File: src/rtl/hc595_pkg.sv
// hc595_pkg: shared definitions for the 74HC595 chain driver.
//   - hc595_state_e : driver FSM states
//   - DEF_*         : default parameter values
//   - frame_cycles  : clk cycles from one accept to the next possible accept
package hc595_pkg;

  typedef enum logic [2:0] {
    IDLE,
    SH_LO,
    SH_HI,
    LT_LO,
    LT_HI
  } hc595_state_e;

  localparam int unsigned DEF_CHAIN_LEN = 2;
  localparam int unsigned DEF_DIV       = 2;
  localparam int unsigned DEF_MSB_FIRST = 1;
  localparam int unsigned DEF_PWM_W     = 8;

  // W data bits plus one latch pulse, each a full sh_cp/st_cp period of
  // 2*DIV cycles, plus the single idle cycle in which the accept happens.
  function automatic int unsigned frame_cycles(input int unsigned div,
                                               input int unsigned w);
    return 2 * div * (w + 1) + 1;
  endfunction

endpackage

File: src/rtl/hc595_tick_div.sv
// hc595_tick_div: DIV-cycle tick generator pacing the driver FSM.
//   clk_i     : system clock
//   reset_i   : synchronous active-high reset
//   restart_i : restart the count so the next tick is DIV cycles away
//   tick_o    : high in the last cycle of every DIV-cycle period
module hc595_tick_div #(
  parameter int unsigned DIV = 2
) (
  input  logic clk_i,
  input  logic reset_i,
  input  logic restart_i,
  output logic tick_o
);

  // DIV=1 would give a zero-width counter; keep one bit that never moves.
  localparam int unsigned CW = (DIV > 1) ? $clog2(DIV) : 1;
  localparam logic [CW-1:0] LAST = CW'(DIV - 1);

  logic [CW-1:0] cnt_q, cnt_d;

  assign tick_o = (cnt_q == LAST);

  always_comb begin
    cnt_d = cnt_q;
    if (restart_i || tick_o) begin
      cnt_d = '0;
    end else begin
      cnt_d = cnt_q + 1'b1;
    end
  end

  always_ff @(posedge clk_i) begin
    if (reset_i) begin
      cnt_q <= '0;
    end else begin
      cnt_q <= cnt_d;
    end
  end

endmodule

File: src/rtl/hc595_chain_driver.sv
// hc595_chain_driver: serial driver for CHAIN_LEN cascaded 74HC595s.
// Accepts a W=8*CHAIN_LEN bit frame over valid/ready, shifts it out on
// ds/sh_cp (MSB or LSB first), then pulses st_cp to latch all outputs.
//   clk, reset        : clock, synchronous active-high reset
//   chip_en           : enable; low aborts a frame and disables outputs
//   in_data/in_valid  : frame and its valid; in_ready = idle and enabled
//   busy              : frame in progress
//   pwm_duty          : brightness duty (only with HC595_OE_PWM_EN)
//   ds, sh_cp, st_cp  : serial data, shift clock, storage clock
//   oe_n              : active-low output enable
// Optional feature macro: HC595_OE_PWM_EN (PWM dimming on oe_n).
// All outputs are registered.
module hc595_chain_driver
  import hc595_pkg::*;
#(
  parameter int unsigned CHAIN_LEN = DEF_CHAIN_LEN,
  parameter int unsigned DIV       = DEF_DIV,
  parameter int unsigned MSB_FIRST = DEF_MSB_FIRST,
  parameter int unsigned PWM_W     = DEF_PWM_W
) (
  input  logic                   clk,
  input  logic                   reset,
  input  logic                   chip_en,
  input  logic [8*CHAIN_LEN-1:0] in_data,
  input  logic                   in_valid,
  output logic                   in_ready,
  output logic                   busy,
  input  logic [PWM_W-1:0]       pwm_duty,
  output logic                   ds,
  output logic                   sh_cp,
  output logic                   st_cp,
  output logic                   oe_n
);

  localparam int unsigned W  = 8 * CHAIN_LEN;
  localparam int unsigned BW = $clog2(W + 1);
  localparam logic [BW-1:0] LAST_BIT = BW'(W - 1);

  hc595_state_e  state_q;
  logic [W-1:0]  shreg_q;
  logic [BW-1:0] bitcnt_q;
  logic          ds_q, sh_q, st_q, busy_q, rdy_q, oe_n_q;

  logic          tick;
  logic          accept;
  logic          abort;
  logic [W-1:0]  shreg_shift;

  assign accept = in_valid && rdy_q;
  assign abort  = !chip_en && (state_q != IDLE);

  // Outgoing bit sits at the end selected by MSB_FIRST; shift toward it.
  assign shreg_shift = (MSB_FIRST != 0) ? {shreg_q[W-2:0], 1'b0}
                                        : {1'b0, shreg_q[W-1:1]};

  function automatic logic first_bit(input logic [W-1:0] v);
    return (MSB_FIRST != 0) ? v[W-1] : v[0];
  endfunction

  // Restart on accept and abort so every state lasts exactly DIV cycles.
  hc595_tick_div #(
    .DIV(DIV)
  ) u_tick (
    .clk_i    (clk),
    .reset_i  (reset),
    .restart_i(accept || abort),
    .tick_o   (tick)
  );

  // Outputs are assigned on the transition into each state so that they
  // are registered yet aligned with the state they belong to.
  always_ff @(posedge clk) begin
    if (reset) begin
      state_q  <= IDLE;
      shreg_q  <= '0;
      bitcnt_q <= '0;
      ds_q     <= 1'b0;
      sh_q     <= 1'b0;
      st_q     <= 1'b0;
      busy_q   <= 1'b0;
      rdy_q    <= 1'b0;
    end else if (abort) begin
      state_q  <= IDLE;
      bitcnt_q <= '0;
      ds_q     <= 1'b0;
      sh_q     <= 1'b0;
      st_q     <= 1'b0;
      busy_q   <= 1'b0;
      rdy_q    <= 1'b0;
    end else begin
      case (state_q)
        IDLE: begin
          rdy_q <= chip_en;
          if (accept) begin
            shreg_q  <= in_data;
            bitcnt_q <= '0;
            state_q  <= SH_LO;
            busy_q   <= 1'b1;
            rdy_q    <= 1'b0;
            sh_q     <= 1'b0;
            st_q     <= 1'b0;
            ds_q     <= first_bit(in_data);
          end
        end
        SH_LO: begin
          if (tick) begin
            state_q <= SH_HI;
            sh_q    <= 1'b1;
          end
        end
        SH_HI: begin
          if (tick) begin
            shreg_q  <= shreg_shift;
            bitcnt_q <= bitcnt_q + 1'b1;
            sh_q     <= 1'b0;
            if (bitcnt_q == LAST_BIT) begin
              state_q <= LT_LO;
              ds_q    <= 1'b0;
              st_q    <= 1'b0;
            end else begin
              state_q <= SH_LO;
              ds_q    <= first_bit(shreg_shift);
            end
          end
        end
        LT_LO: begin
          if (tick) begin
            state_q <= LT_HI;
            st_q    <= 1'b1;
          end
        end
        LT_HI: begin
          if (tick) begin
            state_q <= IDLE;
            st_q    <= 1'b0;
            busy_q  <= 1'b0;
            rdy_q   <= chip_en;
          end
        end
        default: begin
          state_q <= IDLE;
          busy_q  <= 1'b0;
          rdy_q   <= 1'b0;
        end
      endcase
    end
  end

`ifdef HC595_OE_PWM_EN
  logic [PWM_W-1:0] pwm_cnt_q;

  // Free-running counter; duty 0 keeps oe_n high, all-ones leaves one
  // off cycle per period.
  always_ff @(posedge clk) begin
    if (reset) begin
      pwm_cnt_q <= '0;
      oe_n_q    <= 1'b1;
    end else begin
      pwm_cnt_q <= pwm_cnt_q + 1'b1;
      oe_n_q    <= ~(chip_en && (pwm_cnt_q < pwm_duty));
    end
  end
`else
  // pwm_duty is kept on the port for a stable interface only.
  logic unused_pwm;
  assign unused_pwm = ^pwm_duty;

  always_ff @(posedge clk) begin
    if (reset) begin
      oe_n_q <= 1'b1;
    end else begin
      oe_n_q <= ~chip_en;
    end
  end
`endif

  assign ds       = ds_q;
  assign sh_cp    = sh_q;
  assign st_cp    = st_q;
  assign busy     = busy_q;
  assign in_ready = rdy_q;
  assign oe_n     = oe_n_q;

endmodule

File: config.mk
export PLATFORM = sky130hd
export DESIGN_NAME = hc595_chain_driver
export DESIGN_NICKNAME = d
export VERILOG_FILES = /design/src/rtl/hc595_pkg.sv /design/src/rtl/hc595_tick_div.sv /design/src/rtl/hc595_chain_driver.sv
export SDC_FILE = /design/constraint.sdc
export NUM_CORES = 1
export LEC_CHECK = 0
export BUFFER_PORTS_ARGS = -buffer_cell sky130_fd_sc_hd__buf_2
export CAP_MARGIN = 5
export CORE_ASPECT_RATIO = 1.4
export CORE_UTILIZATION = 55
export DETAILED_ROUTE_END_ITERATION = 7
export GPL_ROUTABILITY_DRIVEN = 0
export PLACE_DENSITY = 0.82
export SYNTH_ARGS = -nofsm -noshare
export SYNTH_HDL_FRONTEND = slang
export SYNTH_HIERARCHICAL = 1
export SYNTH_SLANG_ARGS = --single-unit
export TNS_END_PERCENT = 5
File: constraint.sdc
create_clock -name clk -period 3.5 [get_ports clk]
set_input_delay 0.35 -clock clk [delete_from_list [all_inputs] [get_ports clk]]
set_output_delay 0.35 -clock clk [all_outputs]
set_load 0.05 [all_outputs]
# Word-level counts from Yosys, hierarchy flattened
# Cells that the tools add are included.
# classes
addsub,2
n_eq_ne,11
mux,29
bitwise_logic,3
reduce_logical,20
# ops
cell,n
15-bit two-way mux,2
15-bit case mux with 2 select lines,1
3-bit two-way mux,5
3-bit case mux with 5 select lines,1
1-bit two-way mux,11
5-bit two-way mux,2
5-bit case mux with 2 select lines,1
1-bit case mux with 3 select lines,3
"2-bit by 1-bit != test with 1-bit output, second input constant",4
4-bit AND reduction,2
"3-bit by 2-bit equality test with 1-bit output, second input constant",2
3-bit AND reduction,2
6-bit AND reduction,1
3-bit nonzero test,2
"5-bit by 1-bit adder with 5-bit output, second input constant",1
"5-bit by 4-bit equality test with 1-bit output, second input constant",1
5-bit AND reduction,1
"2-bit != test, second input constant",2
1-bit case mux with 4 select lines,1
4-bit nonzero test,1
2-bit OR reduction,2
"3-bit by 1-bit equality test with 1-bit output, second input constant",1
"3-bit equality test, second input constant",1
3-bit zero test,1
10 further kinds,14
# totals
ff_bits,30
in_bits,28
out_inout_bits,6
elab_cells,75

# Depth between registers and ports, before layout
# depth
ltp_word,5
depth_mapped,6
depth_no_buf,6

# Modules after synthesis
# Netlist, hierarchy kept.
# by_module_without_submodules
mod,n_inst,cells_per_inst,area_each_um2
hc595_chain_driver,1,146,1403.8
hc595_tick_div,1,2,30.0

# Worst setup path before layout
# OpenSTA, ideal clock, no wires.
# synth_timing
path_type,reg-to-reg
start,reg rdy_q (netlist: in_ready)
end,reg shreg_q[14]
arrival_ns,1.470
t_required_ns,3.366
path_slack_ns,1.896
path_stages_with_launch,6
period_less_slack_ns,1.604
cell_sequence,dfxtp_1 > and3b_1 > o21a_1 > buf_4 > buf_4 > a211oi_1
# synth_via
elab_chain_cells,3
# synth_rtl
item,line_no,rtl
"start, declared",hc595_chain_driver.sv:42,"logic ds_q, sh_q, st_q, busy_q, rdy_q, oe_n_q;"
"start signal, assigned",hc595_chain_driver.sv:93,rdy_q <= chip_en;
"start signal, assigned",hc595_chain_driver.sv:137,rdy_q <= chip_en;
1-bit logical AND,hc595_chain_driver.sv:49,assign accept = in_valid && rdy_q;
2-bit != test (no source line),-,
4-bit AND reduction (no source line),-,
"end signal, assigned",hc595_chain_driver.sv:95,shreg_q <= in_data;
"end signal, assigned",hc595_chain_driver.sv:113,shreg_q <= shreg_shift;
"end, declared",hc595_chain_driver.sv:40,logic [W-1:0] shreg_q;
# No other way between the ends.
# A chain may end at the register's enable or synchronous reset.

# Worst setup path after layout
# layout_timing
start,reg state_q[1]
end,reg shreg_q[5]
# layout_via
elab_chain_cells,4
elab_cells_between_ends,10
cone_classes,eq/ne: 3; mux: 1; bitwise: 1; reduce/logical: 5
# layout_rtl
item,line_no,rtl
"start, declared",hc595_chain_driver.sv:39,hc595_state_e state_q;
"start signal, assigned",hc595_chain_driver.sv:74,state_q <= IDLE;
"start signal, assigned",hc595_chain_driver.sv:83,state_q <= IDLE;
"start signal, assigned",hc595_chain_driver.sv:97,state_q <= SH_LO;
branches (longest 4 deep; another with 4-bit AND reduction),-,
# Several ways; the timed one is not identified.

==> impl_metrics.py <==
metrics = {
    "status": {
        "status": "completed",
    },
    "cts": {
        "cts_resized": 0,
        "holdBufCountCts": 0,
        "clk_path_buf_depth": 2,
        "h-tree-depth": 2,
        "cts_setup_buffers": 0,
        "cts_tree": "done",
        "cts_made_buffers": 5,
        "cts.sinks": 30,
        "clk_pin_slew_ns": 0.09,
        "cts_root_buffer": "clkbuf_4",
        "clk_latency_ns": 0.33,
    },
    "critical_path": {
        "cpMaxStageDelayCell": "o21a_1",
        "timing_worst_setup_path_type": "flip-flop to flip-flop",
        "cp_slowest_stage_delay_ns": 0.77,
        "cp_cell_sequence": "and3b_1, o21a_1, nor2_1, a211oi_1",
        "critPathTopFamily": "compound AO/OA/AOI/OAI gates",
        "critPathLaunchType": "flip-flop",
        "cp.buffers_inverters": 0,
        "critPathMaxFanout": 29,
        "critPathArrivalTime_ns": 2.25,
        "required_ns": 3.74,
        "end_kind": "flip-flop",
    },
    "yosys": {
        "synth-edff-count": 0,
        "synth_flop_cell": "dfxtp_1",
        "synth.distinct_cells": 41,
        "ys_seq_area_frac": 0.4188,
        "synthArstFlopShare": 0,
        "syn-num-nets": 178,
        "synth_seq_cells": 30,
        "avgSynthCellArea_um2": 9.688,
        "syn-cell-area_um2": 1434,
        "yosys_warnings": 6,
        "syn_inst": 148,
    },
    "cells_and_area": {
        "final_common_cell": "dfxtp_1",
        "stdcell_count": 202,
        "diodes": 0,
        "area.sequential_um2": 600.6,
        "fill_cells": 210,
        "multi_input_area_um2": 742.0,
        "area_delta_synth_final_pct": 8.726,
        "finalNetCount": 198,
        "final_cell_mix": "dfxtp_1, buf_2, nor2_1",
        "final_area_um2": 1559,
        "drive_gt1_frac": 0.2262,
    },
    "detailed_routing": {
        "vias": 1115,
        "met1Wirelength_um": 1157,
        "avgViaCountPerCell": 5.520,
        "ant_nets": 0,
        "first_pass_iters": 3,
        "dr_wl_met2_um": 1188,
        "top_layer": "met4",
        "wire_per_inst_um": 12.60,
        "drt_iter0_drc": 15,
        "drcViolationCount": 0,
        "met3_length_um": 129,
        "finalWirelength_um": 2545,
    },
    "power_and_ir_drop": {
        "p_leak_uw": 0.0005738,
        "power_uw": 661.8,
        "seqPwrFrac": 0.572,
        "swShare": 0.2796,
        "netSwitchingPower_uw": 185.0,
        "p_per_area_nw_per_um2": 424.5,
        "power.internal_uw": 476.8,
        "p_clk_frac": 0.283,
        "vdd_drop_max_v": 0.0002927,
        "p_comb_frac": 0.145,
    },
    "place": {
        "post_dp_cell_area_um2": 1514,
        "place_hpwl_um": 1792,
        "dpl.cell_count": 195,
        "io_buffer_count": 25,
    },
    "global_routing": {
        "grt_start_max_net_pins": 30,
        "grt_first_pass_wirelength_um": 4436,
        "track_usage": 0.2122,
        "gr-total-overflow": 0,
        "grt_pass1_vias": 1069,
        "antenna_found_initial": 0,
    },
    "timing": {
        "finalHoldViolations": 0,
        "slew_headroom": 0.4036,
        "rsz0062_at_grt": "no",
        "fin_crit_sh": 0.5728,
        "finalClockSkew_ns": 0.004877,
        "worst_pin_slew_ns": 0.8946,
        "fmax_ghz": 0.4988,
        "holdWs_ns": 0.2336,
        "finalSetupViolations": 0,
        "period_needed_ns": 2.005,
        "drv_slew": 0,
        "fin_tns_setup_ns": 0,
    },
    "run": {
        "max-cap-violations": 0,
    },
    "floorplanning": {
        "pin_count": 34,
        "chipHeight_um": 62.42,
        "die_area_um2": 2818,
        "fp-row-count": 21,
        "start_util": 0.5932,
        "core-area_um2": 2417,
        "die_w_um": 45.15,
    },
    "min_path": {
        "hold_class": "primary input to flip-flop",
    },
}
registers in the layout, summed over array words and instances (netlist names):
register / flops
u_tick/tick_o: 1
busy: 1
bitcnt_q: 5
sh_cp: 1
in_ready: 1
oe_n: 1
shreg_q: 15
ds: 1
st_cp: 1
state_q: 3
worst register-to-register path, cell delays in order, from the launching register on:
cell      delay (ns)
dfxtp_1         0.43
and3b_1         0.39
o21a_1          0.77
nor2_1          0.08
a211oi_1        0.25
through the flow:
| stage | util | worst slack, ns |
|---|---|---|
| finish | 0.6449 | 1.495 |
| global route | 0.6449 | 1.218 |
| CTS | 0.6449 | 1.485 |
| detailed placement | 0.6263 | 1.482 |
| global placement | 0.6263 | 1.599 |
| floorplan | - | 1.896 |
cells by family (layout without fill, tap and decap cells):
family | after synthesis | count (layout) | synth area share
buffers and inverters | 13 | 33 | 0.06369
XOR/XNOR | 3 | 3 | 0.01833
AND/OR/NAND/NOR | 49 | 49 | 0.1902
AO/OA/AOI/OAI | 36 | 36 | 0.1867
multiplexers | 15 | 15 | 0.1047
adder cells (fa/ha/maj) | 2 | 2 | 0.01745
flip-flops | 30 | 30 | 0.4189
synth_stat cells (3+ instances only):
master | count | area [µm²]
clkbuf_1 | 3 | 11.26
nor2_1 | 22 | 82.58
nand2_1 | 5 | 18.77
and3_1 | 3 | 18.77
buf_2 | 3 | 15.01
nand2b_1 | 4 | 25.02
buf_4 | 4 | 30.03
a211oi_1 | 13 | 97.59
mux2i_1 | 15 | 150.1
xor2_1 | 3 | 26.28
a21oi_1 | 6 | 30.03
dfxtp_1 | 30 | 600.6
path summary, 6_finish.rpt:
kind                             from                       end  slack, ns  depth (start not counted)
max           state_q[1]$_SDFFE_PP0P_   shreg_q[5]$_SDFFE_PP0P_       1.50                          4
max reg2reg   state_q[1]$_SDFFE_PP0P_   shreg_q[5]$_SDFFE_PP0P_       1.50                          4
min                           chip_en           oe_n$_SDFF_PP1_       0.23                          2
min reg2reg  bitcnt_q[4]$_SDFFE_PP0P_  bitcnt_q[4]$_SDFFE_PP0P_       0.47                          2
per-layer routing:
metal,vias to the layer above,global-route usage
met5,-,0
li1,583,-
met4,0,0.1023
met3,7,0.08382
met2,23,0.3170
met1,502,0.2588
power by group through the flow:
stage / clock, µW / sequential [µW] / combinational, µW
6_report: 187 / 379 / 96.0
5_1_grt: 209 / 382 / 108
4_1_cts: 193 / 378 / 97.3
3_5_place_dp: 0 / 386 / 97.1
3_3_place_gp: 0 / 385 / 93.9
2_1_floorplan: 0 / 390 / 73.0
area by class of cell:
cell class | instances | area share
Tap cell | 34 | 0.02729
Timing Repair Buffer | 25 | 0.08026
Inverter | 1 | 0.002408
Sequential cell | 30 | 0.3852
Multi-Input combinational cell | 105 | 0.4759
Clock buffer | 7 | 0.02889
Power figures use the tool's default switching activity.
